$ cat src/rtl/pc_sequencer.sv
// Purpose : program counter with next-PC select, hardware return-address stack and run/halt/fault sequencing.
// Latency : control sampled on cycle N is reflected on pc and the status outputs in cycle N+1 (all outputs registered).
// Backpressure: stall=1 in RUN freezes pc, stack and state; there is no backpressure toward the decoder.
//
// Ports:
//   Clk, Reset (async, active-low)   clock / reset
//   start                            IDLE->RUN request
//   stall                            hold everything this cycle (RUN only)
//   halt, jump, call, ret, taken     decoded flow control for the instruction at pc
//   target                           jump/call destination
//   pc, pc_valid                     fetch address and its qualifier (state RUN)
//   done, fault                      state HALT / state FAULT
//   stack_ovf, stack_unf             sticky stack error flags
//   cycle_cnt                        unstalled RUN cycle counter
// Optional feature: define PC_SEQ_CYCLE_CNT_EN to build the saturating cycle counter;
// without it cycle_cnt is tied to zero and no counter flops exist.
module pc_sequencer #(
    parameter int PC_W        = 10,
    parameter int STACK_DEPTH = 4,
    parameter int START_ADDR  = 0
) (
    input  logic            Clk,
    input  logic            Reset,
    input  logic            start,
    input  logic            stall,
    input  logic            halt,
    input  logic            jump,
    input  logic            call,
    input  logic            ret,
    input  logic            taken,
    input  logic [PC_W-1:0] target,
    output logic [PC_W-1:0] pc,
    output logic            pc_valid,
    output logic            done,
    output logic            fault,
    output logic            stack_ovf,
    output logic            stack_unf,
    output logic [31:0]     cycle_cnt
);

    localparam int SP_W = $clog2(STACK_DEPTH + 1);

    typedef enum logic [1:0] {
        S_IDLE  = 2'd0,
        S_RUN   = 2'd1,
        S_HALT  = 2'd2,
        S_FAULT = 2'd3
    } state_t;

    state_t            state_q, state_d;
    logic [PC_W-1:0]   pc_q, pc_d;
    logic [SP_W-1:0]   sp_q, sp_d;
    logic [PC_W-1:0]   stack_q [STACK_DEPTH];
    logic              push;
    logic              ovf_q, ovf_d;
    logic              unf_q, unf_d;
    logic              pc_valid_q, pc_valid_d;
    logic              done_q, done_d;
    logic              fault_q, fault_d;

    logic [PC_W-1:0]   pc_inc;
    logic [PC_W-1:0]   stack_top;
    logic              stack_empty;
    logic              stack_full;

    // Natural wrap at 2**PC_W; the pushed return address wraps the same way.
    assign pc_inc      = pc_q + PC_W'(1);
    assign stack_empty = (sp_q == '0);
    assign stack_full  = (sp_q == SP_W'(STACK_DEPTH));

    // Top of stack is entry sp-1; decoded by compare to avoid out-of-range indexing.
    always_comb begin
        stack_top = '0;
        for (int i = 0; i < STACK_DEPTH; i++) begin
            if (sp_q == SP_W'(i + 1)) begin
                stack_top = stack_q[i];
            end
        end
    end

    // Next-state / datapath select. Priority in RUN: halt, ret, call, jump&taken, increment.
    always_comb begin
        state_d = state_q;
        pc_d    = pc_q;
        sp_d    = sp_q;
        push    = 1'b0;
        ovf_d   = ovf_q;
        unf_d   = unf_q;
        case (state_q)
            S_IDLE: begin
                if (start) begin
                    state_d = S_RUN;
                    pc_d    = PC_W'(START_ADDR);
                end
            end
            S_RUN: begin
                if (!stall) begin
                    if (halt) begin
                        state_d = S_HALT;
                    end else if (ret) begin
                        if (stack_empty) begin
                            state_d = S_FAULT;
                            unf_d   = 1'b1;
                        end else begin
                            pc_d = stack_top;
                            sp_d = sp_q - SP_W'(1);
                        end
                    end else if (call) begin
                        if (stack_full) begin
                            state_d = S_FAULT;
                            ovf_d   = 1'b1;
                        end else begin
                            push = 1'b1;
                            pc_d = target;
                            sp_d = sp_q + SP_W'(1);
                        end
                    end else if (jump && taken) begin
                        pc_d = target;
                    end else begin
                        pc_d = pc_inc;
                    end
                end
            end
            default: ; // HALT and FAULT are absorbing
        endcase
    end

    // Output decode of the next state, registered so outputs have no comb path from inputs.
    always_comb begin
        pc_valid_d = (state_d == S_RUN);
        done_d     = (state_d == S_HALT);
        fault_d    = (state_d == S_FAULT);
    end

    always_ff @(posedge Clk or negedge Reset) begin
        if (!Reset) begin
            state_q    <= S_IDLE;
            pc_q       <= PC_W'(START_ADDR);
            sp_q       <= '0;
            ovf_q      <= 1'b0;
            unf_q      <= 1'b0;
            pc_valid_q <= 1'b0;
            done_q     <= 1'b0;
            fault_q    <= 1'b0;
            for (int i = 0; i < STACK_DEPTH; i++) begin
                stack_q[i] <= '0;
            end
        end else begin
            state_q    <= state_d;
            pc_q       <= pc_d;
            sp_q       <= sp_d;
            ovf_q      <= ovf_d;
            unf_q      <= unf_d;
            pc_valid_q <= pc_valid_d;
            done_q     <= done_d;
            fault_q    <= fault_d;
            for (int i = 0; i < STACK_DEPTH; i++) begin
                if (push && (sp_q == SP_W'(i))) begin
                    stack_q[i] <= pc_inc;
                end
            end
        end
    end

`ifdef PC_SEQ_CYCLE_CNT_EN
    logic [31:0] cnt_q, cnt_d;

    // Counts every unstalled RUN cycle, including the one that halts or faults.
    always_comb begin
        cnt_d = cnt_q;
        if ((state_q == S_RUN) && !stall && (cnt_q != 32'hFFFF_FFFF)) begin
            cnt_d = cnt_q + 32'd1;
        end
    end

    always_ff @(posedge Clk or negedge Reset) begin
        if (!Reset) begin
            cnt_q <= '0;
        end else begin
            cnt_q <= cnt_d;
        end
    end

    assign cycle_cnt = cnt_q;
`else
    assign cycle_cnt = 32'h0;
`endif

    assign pc        = pc_q;
    assign pc_valid  = pc_valid_q;
    assign done      = done_q;
    assign fault     = fault_q;
    assign stack_ovf = ovf_q;
    assign stack_unf = unf_q;

endmodule

$ cat config.mk
export PLATFORM = sky130hd
export DESIGN_NAME = pc_sequencer
export DESIGN_NICKNAME = d
export VERILOG_FILES = /design/src/rtl/pc_sequencer.sv
export SDC_FILE = /design/constraint.sdc
export NUM_CORES = 1
export LEC_CHECK = 0
export ABC_AREA = 1
export CAP_MARGIN = 15
export CORE_MARGIN = 2
export CORE_UTILIZATION = 25
export DETAILED_ROUTE_END_ITERATION = 6
export DONT_BUFFER_PORTS = 1
export GPL_TIMING_DRIVEN = 0
export HOLD_SLACK_MARGIN = 0.02
export PLACE_DENSITY = 0.36
export SYNTH_ARGS = -nofsm -noshare
export SYNTH_HDL_FRONTEND = slang
export SYNTH_SLANG_ARGS = --single-unit
$ cat constraint.sdc
create_clock -name Clk -period 2.22 [get_ports Clk]
set_input_delay 0.111 -clock Clk [delete_from_list [all_inputs] [get_ports Clk]]
set_output_delay 0.111 -clock Clk [all_outputs]
set_load 0.05 [all_outputs]
==> impl_metrics.yaml <==
status:
  run_status: "complete, no violations"
final_layout:
  syn_to_final_growth_pct: 21.32
  seqCellArea_sq_mm: 0.001503
  final_layout_size_suffix_gt1_share_pct: 16.89
  num-nets-final: 554
  num_antenna_cells: 0
  final_core_util_pct: 31.08
  multi_input_area_sq_mm: 0.001703
  number_of_filler_instances_in_the_final_layout: 1549
floorplan:
  core_area_sq_mm: 0.01388
  rows: 43
  initial_utilization_pct: 25.62
  die-height_um: 123.3
  fp.dieArea_sq_mm: 0.01519
  die_span_in_x_um: 123.3
  ios: 66
grt:
  met2_usage_pct: 22.80
  antenna_found_initial: 0
  met3_usage_pct: 3.921
  first_global_vias: 3088
  gr-usage-all-layers_pct: 14.36
  grt_max_degree: 61
  global_route.usage.met1_pct: 18.74
  grt.overflow.total: 0
  grt_first_pass_wirelength_mm: 16.27
  top_usage_layer: "met2"
clock_tree:
  clock_tree.buffer_depth: 2
  post-cts-setup-buffers: 0
  clock_sinks: 60
  h-tree-depth: 3
  clock_tree_from_tritoncts: "yes"
  cts_buf_count: 9
  worstSkewPairLatency_ns: 0.33
  cts.root.buffer_cell: "sky130_fd_sc_hd__clkbuf_16"
  cts.clk_slew.worst_paths_ns: 0.05
sta:
  final.hold.worst_slack_ns: 0.04636
  finalSetupViolCount: 0
  min_period_over_period_pct: 90.76
  setup_tns_ns: 0
  max_freq_ghz: 0.4963
  postLayoutSetupSlackWorst_ns: 0.2050
  final.min_clock_period_ns: 2.015
  tightest_slew_ns: 0.6812
  worst_slew_margin_rel_pct: 54.58
  grt_setup_unrepaired: "false"
  fin_worst_skew_ns: 0.003752
  report.final.slew_viol_count: 0
  timing.final.hold_violations: 0
power:
  power.combinational.fraction_pct: 11.4
  seq_power_share_pct: 39.0
  vdd.ir_drop.worst_mv: 0.2854
  finalPower_w: 0.002890
  total_leakage_power_nw: 2.223
  swShare_pct: 26.65
  power_density_mw_per_mm2: 670.0
  clock_power_share_pct: 49.5
  switchingPower_w: 0.0007703
  internal_power_w: 0.002120
detailed_routing:
  routedWlPerCell_um: 14.20
  routed-via-count: 2991
  first_pass_iters: 4
  viasPerCell: 4.195
  drt_first_iter_violations: 104
  detail_route.drc_violations: 0
  postRouteAntennaNets: 0
  wirelength_routed_mm: 10.12
setup_path:
  critical_path_class: "reg -> reg"
  cp-end-kind: "flip-flop"
  startpoint_type: "flip-flop"
  worst-endpoint-arrival_ns: 2.23
  worst-endpoint-required_ns: 2.44
  crit_path_max_fanout: 10
min_path:
  min-delay-path-class: "in -> reg"
synthesis:
  ys_seq_area_share_pct: 42.22
  syn_area_sq_mm: 0.003556
  postSynth.topFlopCell: "sky130_fd_sc_hd__dfrtp_1"
  flop_and_latch_count_out_of_synthesis: 60
  async_flop_share_pct: 100.0
  synth_area_leader_cell: "sky130_fd_sc_hd__dfrtp_1"
  synthCells: 479
  yosys_warnings: 0
  synthTopCellsByArea: "sky130_fd_sc_hd__dfrtp_1 42%, sky130_fd_sc_hd__nand2_1 19%, sky130_fd_sc_hd__buf_4 7.0%, sky130_fd_sc_hd__nand3_1 4.6%, sky130_fd_sc_hd__inv_1 4.3%"
  synth_top_area_share_pct: 42.22
  netlist-cell-type-count: 31
  synth.most_common_cell: "sky130_fd_sc_hd__nand2_1"
  netlist_top_cells_count: "178 x sky130_fd_sc_hd__nand2_1, 60 x sky130_fd_sc_hd__dfrtp_1, 41 x sky130_fd_sc_hd__inv_1, 33 x sky130_fd_sc_hd__buf_4, 33 x sky130_fd_sc_hd__nand3_1"
  synth_enable_flop_cells: 0
  synthesis.area_per_instance_sq_um: 7.424
run:
  timing.max_cap.violations: 0
place:
  port_buffers: 0
  place_worst_setup_slack_ns: -0.1765
  gp_routability_congestion: 0.8448
  dpl.hpwl_mm: 7.427
power by group through the flow:
| stage | sequential [W] | clock, W | combinational (W) |
|---|---|---|---|
| global placement | 0.00115 | 0 | 0.000292 |
| CTS | 0.00113 | 0.00147 | 0.000328 |
| floorplan | 0.00115 | 0 | 0.000256 |
| detailed placement | 0.00115 | 0 | 0.000292 |
| finish | 0.00113 | 0.00143 | 0.000330 |
| global route | 0.00113 | 0.00153 | 0.000363 |
layout make-up:
| cell class | instances | area share, % |
|---|---|---|
| Multi-Input combinational cell | 360 | 39.47 |
| Sequential cell | 60 | 34.83 |
| Buffer | 43 | 7.338 |
| Clock buffer | 11 | 5.858 |
| Tap cell | 180 | 5.220 |
| Inverter | 47 | 4.089 |
| Timing Repair Buffer | 7 | 2.030 |
| Clock inverter | 5 | 1.160 |
timing repair:
action | in CTS | in global routing
hold buffers | 5 | 2
gates resized for setup | 2 | 7
hold endpoints to repair | 62 | 1
endpoints found under the setup margin | 13 | 14
placed cells by master, fill, tap and decap left out, types with 2 or more instances in the layout:
master and instances:
sky130_fd_sc_hd__a21oi_1 13, sky130_fd_sc_hd__buf_2 4, sky130_fd_sc_hd__buf_4 33, sky130_fd_sc_hd__buf_6 3, sky130_fd_sc_hd__clkbuf_16 9, sky130_fd_sc_hd__clkbuf_8 2, sky130_fd_sc_hd__clkinv_2 4, sky130_fd_sc_hd__conb_1 32
sky130_fd_sc_hd__dfrtp_1 59, sky130_fd_sc_hd__dlygate4sd3_1 6, sky130_fd_sc_hd__ha_1 7, sky130_fd_sc_hd__inv_1 40, sky130_fd_sc_hd__inv_2 7, sky130_fd_sc_hd__nand2_1 177, sky130_fd_sc_hd__nand2_2 2, sky130_fd_sc_hd__nand3_1 33
sky130_fd_sc_hd__nand4_1 3, sky130_fd_sc_hd__nor2_1 29, sky130_fd_sc_hd__nor2_2 2, sky130_fd_sc_hd__nor2_4 2, sky130_fd_sc_hd__o21ai_0 27, sky130_fd_sc_hd__o21ai_1 7, sky130_fd_sc_hd__o21ai_2 12, sky130_fd_sc_hd__o21bai_1 2
sky130_fd_sc_hd__xor2_1 3
critical path, stage by stage (launching register included):
cell	delay, ns
sky130_fd_sc_hd__dfrtp_1	0.47
sky130_fd_sc_hd__inv_1	0.18
sky130_fd_sc_hd__ha_1	0.35
sky130_fd_sc_hd__inv_2	0.17
sky130_fd_sc_hd__clkbuf_4	0.26
sky130_fd_sc_hd__nand3_1	0.12
sky130_fd_sc_hd__nand2_1	0.08
sky130_fd_sc_hd__nand3_1	0.10
sky130_fd_sc_hd__nand2_1	0.13
sky130_fd_sc_hd__nand2_1	0.05
registers in the layout, indices dropped and copies added, names as in the netlist:
register / cells
stack_ovf: 1
done: 1
state_q: 2
pc_valid: 1
sp_q: 3
pc: 10
stack_unf: 1
fault: 1
stack_q: 40
routing by layer:
| metal | vias up | routed length (um) |
|---|---|---|
| met2 | 79 | 4622 |
| met1 | 1353 | 4821 |
| met4 | 0 | 136 |
| met3 | 13 | 544 |
| li1 | 1546 | - |
| met5 | - | 0 |
per-stage QoR:
step / cell area (sq um) / cells
floorplan: 3672 / 510
global placement: 3897 / 690
detailed placement: 3897 / 690
CTS: 4272 / 711
global route: 4314 / 713
finish: 4314 / 713
cells by family after synthesis:
group	Yosys count	share of synthesized area [%]
other	1	0.1055
AND/OR/NAND/NOR	252	29.42
XOR/XNOR	5	1.232
AO/OA/AOI/OAI	64	10.80
buffers and inverters	90	13.76
flip-flops	60	42.22
adder cells (fa/ha/maj)	7	2.463
path summary, 6_finish.rpt:
check	to	slack [ns]	cells after the start	startpoint
setup / recovery	pc[0]	0.21	9	sp_q[2]
hold / removal	pc[5]	0.05	4	target[5]
setup reg to reg	pc[0]	0.21	9	sp_q[2]
hold reg to reg	stack_q[28]	0.48	2	stack_q[28]
max in group asynchronous	stack_q[1]	1.64	2	Reset
min in group asynchronous	state_q[1]	0.31	2	Reset
No activity file was read; power rests on OpenSTA's default activity.
